<file path="src/rtl/deserializer_pkg.sv">
// rtl/deserializer_pkg.sv - shared types and defaults for the serial-to-parallel deserializer
package deserializer_pkg;

  localparam int DESER_DEFAULT_WIDTH = 32;

  typedef enum logic {
    IDLE,
    COLLECT
  } deser_state_e;

endpackage

</file>
<file path="src/rtl/deserializer_shift_reg.sv">
// rtl/deserializer_shift_reg.sv - bit-insertion shift register with clear and length-based justification
module deserializer_shift_reg
  import deserializer_pkg::*;
#(
  parameter int WIDTH     = DESER_DEFAULT_WIDTH,
  parameter int MSB_FIRST = 1,
  parameter int LEN_W     = $clog2(WIDTH) + 1
) (
  input  logic             i_clk,
  input  logic             i_srst,
  input  logic             i_shift,
  input  logic             i_bit,
  input  logic             i_clear,
  input  logic [LEN_W-1:0] i_len,
  output logic [WIDTH-1:0] o_word
);

  logic [WIDTH-1:0] r_sr;
  logic [WIDTH-1:0] w_shifted;
  logic [WIDTH-1:0] w_next;
  logic [LEN_W-1:0] w_amt;

  assign w_next = i_shift ? w_shifted : r_sr;
  assign w_amt  = LEN_W'(WIDTH) - i_len;

  // Stale bits from an earlier word are pushed out by the justify shift, so no masking is needed.
  generate
    if (MSB_FIRST != 0) begin : g_msb_first
      assign w_shifted = {r_sr[WIDTH-2:0], i_bit};
      assign o_word    = w_next << w_amt;
    end else begin : g_lsb_first
      assign w_shifted = {i_bit, r_sr[WIDTH-1:1]};
      assign o_word    = w_next >> w_amt;
    end
  endgenerate

  always_ff @(posedge i_clk or posedge i_srst) begin
    if (i_srst) begin
      r_sr <= '0;
    end else if (i_clear) begin
      r_sr <= '0;
    end else if (i_shift) begin
      r_sr <= w_shifted;
    end
  end

endmodule

</file>
<file path="src/rtl/deserializer.sv">
// rtl/deserializer.sv - serial-to-parallel deserializer; DESERIALIZER_FLUSH_EN adds flush_i/data_len_o
module deserializer
  import deserializer_pkg::*;
#(
  parameter int WIDTH     = DESER_DEFAULT_WIDTH,
  parameter int MSB_FIRST = 1
) (
  input  logic               clk_i,
  input  logic               srst_i,
  input  logic               data_i,
  input  logic               data_val_i,
  output logic [WIDTH-1:0]   data_o,
  output logic               data_val_o,
  output logic               busy_o
`ifdef DESERIALIZER_FLUSH_EN
  ,
  input  logic               flush_i,
  output logic [$clog2(WIDTH):0] data_len_o
`endif
);

  localparam int CNT_W = $clog2(WIDTH) + 1;
  localparam logic [CNT_W-1:0] LAST_IDX = CNT_W'(WIDTH - 1);

  deser_state_e     r_state;
  logic [CNT_W-1:0] r_cnt;
  logic [CNT_W-1:0] w_len;
  logic             w_full;
  logic             w_flush;
  logic             w_emit;
  logic [WIDTH-1:0] w_word;

  // Bit count including the bit accepted on this edge, if any.
  assign w_len  = r_cnt + CNT_W'(data_val_i);
  assign w_full = data_val_i && (r_cnt == LAST_IDX);

`ifdef DESERIALIZER_FLUSH_EN
  assign w_flush = flush_i && (w_len != '0);
`else
  assign w_flush = 1'b0;
`endif

  assign w_emit = w_full || w_flush;
  assign busy_o = (r_state == COLLECT);

  deserializer_shift_reg #(
    .WIDTH    (WIDTH),
    .MSB_FIRST(MSB_FIRST),
    .LEN_W    (CNT_W)
  ) u_shift_reg (
    .i_clk  (clk_i),
    .i_srst (srst_i),
    .i_shift(data_val_i),
    .i_bit  (data_i),
    .i_clear(w_emit),
    .i_len  (w_len),
    .o_word (w_word)
  );

  always_ff @(posedge clk_i or posedge srst_i) begin
    if (srst_i) begin
      r_state    <= IDLE;
      r_cnt      <= '0;
      data_o     <= '0;
      data_val_o <= 1'b0;
`ifdef DESERIALIZER_FLUSH_EN
      data_len_o <= '0;
`endif
    end else begin
      data_val_o <= w_emit;
      if (w_emit) begin
        data_o  <= w_word;
        r_cnt   <= '0;
        r_state <= IDLE;
`ifdef DESERIALIZER_FLUSH_EN
        data_len_o <= w_len;
`endif
      end else if (data_val_i) begin
        r_cnt   <= w_len;
        r_state <= COLLECT;
      end
    end
  end

endmodule

</file>
<file path="config.mk">
export PLATFORM = sky130hd
export DESIGN_NAME = deserializer
export DESIGN_NICKNAME = d
export VERILOG_FILES = /design/src/rtl/deserializer_pkg.sv /design/src/rtl/deserializer_shift_reg.sv /design/src/rtl/deserializer.sv
export SDC_FILE = /design/constraint.sdc
export NUM_CORES = 1
export LEC_CHECK = 0
export ABC_AREA = 1
export CAP_MARGIN = 20
export CELL_PAD_IN_SITES_DETAIL_PLACEMENT = 1
export CELL_PAD_IN_SITES_GLOBAL_PLACEMENT = 1
export CORE_MARGIN = 8
export CORE_UTILIZATION = 40
export DETAILED_ROUTE_END_ITERATION = 12
export HOLD_SLACK_MARGIN = 0.02
export PLACE_DENSITY = 0.83
export SKIP_LAST_GASP = 1
export SYNTH_ARGS = -nofsm -noshare
export SYNTH_HDL_FRONTEND = slang
export SYNTH_SLANG_ARGS = --single-unit
</file>
<file path="constraint.sdc">
create_clock -name clk_i -period 4.2 [get_ports clk_i]
set_input_delay 0.84 -clock clk_i [delete_from_list [all_inputs] [get_ports clk_i]]
set_output_delay 0.84 -clock clk_i [all_outputs]
set_load 0.01 [all_outputs]
</file>
# After elaboration in Yosys (flattened, before gate mapping)
# Index checks and enable logic that the tools add are counted.
[op_classes]
n_eq_ne = 1
n_mux = 6
shift = 1
reduce_logical = 2
add_sub_neg = 2
[ops]
columns = ["op", "count"]
rows = [
  ["32-bit 2-to-1 mux", 2],
  ["32-bit by 6-bit left shift with 32-bit output", 1],
  ["6-bit 2-to-1 mux", 2],
  ["6-bit by 1-bit adder with 6-bit output", 1],
  ["6-bit by 5-bit == test with 1-bit output, second input constant", 1],
  ["6-bit subtractor, first input constant", 1],
  ["1-bit 2-to-1 mux", 2],
  ["2-bit nonzero test", 1],
  ["1-bit logical AND", 1],
]
[word_totals]
word_cells = 17
output_inout_bits = 34
regBits = 72

# Longest topological paths before layout
[logic_depth]
word_depth = 3
ltp_mapped = 15

# Hierarchy
# Synthesis repeated with hierarchy kept, for this count alone.
[hier_totals]
cells_unflattened = 727
area_unflattened_um2 = 4755.8
[modules_own_cells]
columns = ["module", "area_each_um2", "cells_each", "n_inst", "seq_area_each_um2"]
rows = [
  ["deserializer_shift_reg", 3109.2, 539, 1, 800.8],
  ["deserializer", 1646.6, 188, 1, 1001.0],
]

# Worst setup path after synthesis
# No wires, ideal clock.
[synth_path]
kind = "input-to-reg"
startpoint = "input port data_val_i"
endpoint = "register data_o[21]"
stages = 13
n_path_buf = 3
slack_ns = 1.247
t_arrival_ns = 2.888
path_cell_list = "ha_1 > inv_2 > clkbuf_1 > ha_1 > clkbuf_1 > inv_1 > clkbuf_1 > nand3_1 > nand3_1 > nand3_1 > a21oi_1 > nand2_1 > nand2_1"
[synth_via]
elab_chain_cells = 3
[synth_rtl]
columns = ["item", "line_no", "text"]
rows = [
  ["from (decl)", "deserializer.sv:11", "input logic data_val_i,"],
  ["6-bit by 1-bit adder with 6-bit output", "deserializer.sv:34", "assign w_len = r_cnt + CNT_W'(data_val_i);"],
  ["6-bit subtractor", "deserializer_shift_reg.sv:24", "assign w_amt = LEN_W'(WIDTH) - i_len;"],
  ["32-bit by 6-bit left shift with 32-bit output", "deserializer_shift_reg.sv:30", "assign o_word = w_next << w_amt;"],
  ["to (signal assigned)", "deserializer.sv:72", "data_o <= w_word;"],
  ["to (decl)", "deserializer.sv:12", "output logic [WIDTH-1:0] data_o,"],
]
# Several ways; a longest one is shown, not always the timed one.
# A chain may end at the register's enable or synchronous reset.

# Final worst setup path
[layout_path]
startpoint = "input port data_val_i"
endpoint = "register data_o[31]"
# The elaborated chain is that of the path after synthesis.

==> metrics.txt <==
status completed; CP dominant cell by count nand3_1; Starting Density 40.4%; Rows 39; GRT overflow 0; area of the multi-input gates 2490 um2; syn avg cell area 6.89 um2; Seq pwr share 21.3%; grt met1 use 26.7%; RR Startpoint r_cnt[0]$_DFFE_PP0P_; cts hold-fix bufs 0; Top Usage Layer GRT met2; maximum VDD drop 0.000366 V; Ant. Diodes 0; Final period util 82.3%; TritonCTS Buffers 9; die area 15100 um2; GR Util All Layers 21.1%; area leader, netlist dfrtp_1; crit path kind input port to register; postcts setup bufs 0; vias in the first global route 4913; R2R setup slack 1.39 ns; Synth top area share 39.5%; Synth Flop Type dfrtp_1; Resize count post-CTS 0; CTS root buf clkbuf_16; Rel. slew slack 61.2%; final worst setup slack 0.742 ns; met2 global-route usage 35.1%; Power Total 3.90 mW; Max Clock Skew 0.00849 ns; HP Start data_o[11]$_DFFE_PP0P_; synthesized area 4560 um2; arrival time at the worst endpoint 3.68 ns; cell family with most CP delay buffers and inverters; CP Cell Sequence clkdlybuf4s50_1 -> ha_1 -> ha_1 -> inv_1 -> ha_1 -> inv_1 -> nand3_1 -> nand2_1 -> inv_2 -> nand3_1 -> nand3_1 -> nand2_1 -> nand2_1 -> nand3_1; placed cell count 813; final hold violation count 0; FFs w/ async S/R, synth 100%; YS warnings 0; combinational share of power 58.3%; layout cell share with drive strength beyond 1 6.70%; Worst Setup End Kind register; GPL Wtd Cong 0.896; Critical Path Source Type input port; CORE AREA 11300 um2; CTS tree done; part of the power in the clock network 20.3%; final period demand of the worst path 3.46 ns; Post-Synthesis Cells 662; pre-CTS setup slack 0.480 ns; RSZ-0062 raised after global routing no; Syn Nets 669; Crit-path slowest cell clkdlybuf4s50_1; Synth Register Bits 72; WP depth 14; fill count 1472; Slew Limit Fails 0; clock sink total 72; hold path endpoint data_o[11]$_DFFE_PP0P_; hold path depth 2; GR Layer Usage met3 3.40%; Sw Share 51.5%; DRT iter0 DRCs 326; Register Area 1800 um2; most common cell in the netlist nand3_1; Leak 2.54 nW; number of port buffers 37; DRC 0; leading cell types by count after synthesis nand3_1 (248), nand2_1 (200), dfrtp_1 (72), a21oi_1 (34), nor2_1 (15); Synth area leaders dfrtp_1 (40%), nand3_1 (27%), nand2_1 (16%); Max Cap Viol 0; switching pwr 2.01 mW; H-tree levels 3; Post-synth EDFFs 0; CP bufs+invs 4; io pins 38; Post-Layout Cell Count 830; clock latency on the worst-skew pair 0.34 ns; Area Overhead vs Synth 16.5%; Die H 123 um; CP required 4.42 ns; CTS clk-pin slew, worst paths 0.07 ns; Synth cell types 26; Pwr Density 734 nW/um2; first-pass GRT wire length 25.1 mm; antenna violations before repair 0; FF-to-FF path depth 13; final antenna-violating net count 0; post-layout net count 689; vias 4796; Die W 123 um; hpwl dp 11.2 mm; DRT Wirelength 15.2 mm; Seq/Total Area, Yosys 39.5%; CP max FO 34; Min-Delay Path Class register to register; largest net degree at the start of global routing 50; Internal 1.89 mW; Achievable Freq 289 MHz; setup_tns 0 ns; clk buf depth 2; slowest stage delay, CP 0.52 ns; R2R Path End data_o[31]$_DFFE_PP0P_; WL/cell 18.3 um; first drt pass iteration count 4; vias per cell 5.78; number of setup violations in the final report 0; Worst-Margin Slew 0.582 ns
-- flip-flops by register name, summed over array words and instances, names as in the netlist --
register          cells
r_cnt                 6
busy_o                1
data_o               32
data_val_o            1
u_shift_reg.r_sr     32
-- worst min-delay path, cell delays in order (launching register included) --
cell and delay (ns):
dfrtp_1 0.34, nand2_1 0.05, nand2_1 0.05
-- cell type report --
type / instances / share of cell area, %
clock buffers: 9 / 4.24
multi-input cells: 532 / 46.9
well taps: 143 / 3.37
repair buffers: 49 / 8.90
inverters: 18 / 1.27
flip-flops and latches: 72 / 33.9
clock inverters: 7 / 1.46
-- cells by family (layout without fill, tap and decap cells) --
logic type	count (synthesis)	after routing	share of synthesized area [%]
AO/OA/AOI/OAI	49	49	5.46
buffers and inverters	58	83	5.87
AND/OR/NAND/NOR	480	480	48.3
flip-flops	72	72	39.5
adder cells (fa/ha/maj)	3	3	0.823
-- power groups by stage --
stage	clock network (mW)	registers (mW)	logic [mW]
detailed placement	0	0.845	2.21
finish	0.793	0.833	2.28
CTS	0.807	0.833	2.24
floorplan	0	0.835	1.67
global route	0.833	0.842	2.53
global placement	0	0.837	2.16
-- routing by layer --
layer / part of all wire, % / vias to the layer above
met3: 4.7 / 24
li1: - / 2312
met1: 44 / 2341
met2: 49 / 119
met5: 0 / -
met4: 2.4 / 0
-- worst max-delay path by stage --
stage | start | to | slack, ns
after floorplan | data_val_i | data_o[21]$_DFFE_PP0P_ | 1.25
after global placement | data_val_i | data_o[24]$_DFFE_PP0P_ | 0.58
after detailed placement | data_val_i | data_o[24]$_DFFE_PP0P_ | 0.48
after CTS | data_val_i | data_o[24]$_DFFE_PP0P_ | 0.79
after global routing | data_val_i | data_o[31]$_DFFE_PP0P_ | 0.56
final | data_val_i | data_o[31]$_DFFE_PP0P_ | 0.74
-- placed cells by master, fill, tap and decap left out, types with 8 or more instances in the layout --
cell | netlist | final
a21oi_1 | 34 | 34
buf_4 | 4 | 11
clkbuf_16 | 0 | 9
clkdlybuf4s50_1 | 0 | 37
dfrtp_1 | 72 | 72
inv_1 | 11 | 10
nand2_1 | 200 | 200
nand3_1 | 248 | 248
nor2_1 | 15 | 15
o21ai_1 | 8 | 8
-- per-stage QoR --
step / hold slack [ns] / area [um2] / util [%]
final: 0.482 / 5310 / 47.1
after global placement: 0.465 / 4990 / 44.3
after detailed placement: 0.469 / 4990 / 44.3
after floorplan: 0.509 / 4560 / -
after global routing: 0.509 / 5310 / 47.1
after CTS: 0.486 / 5290 / 47.0
Note: power is estimated with default switching activity, not from simulation.
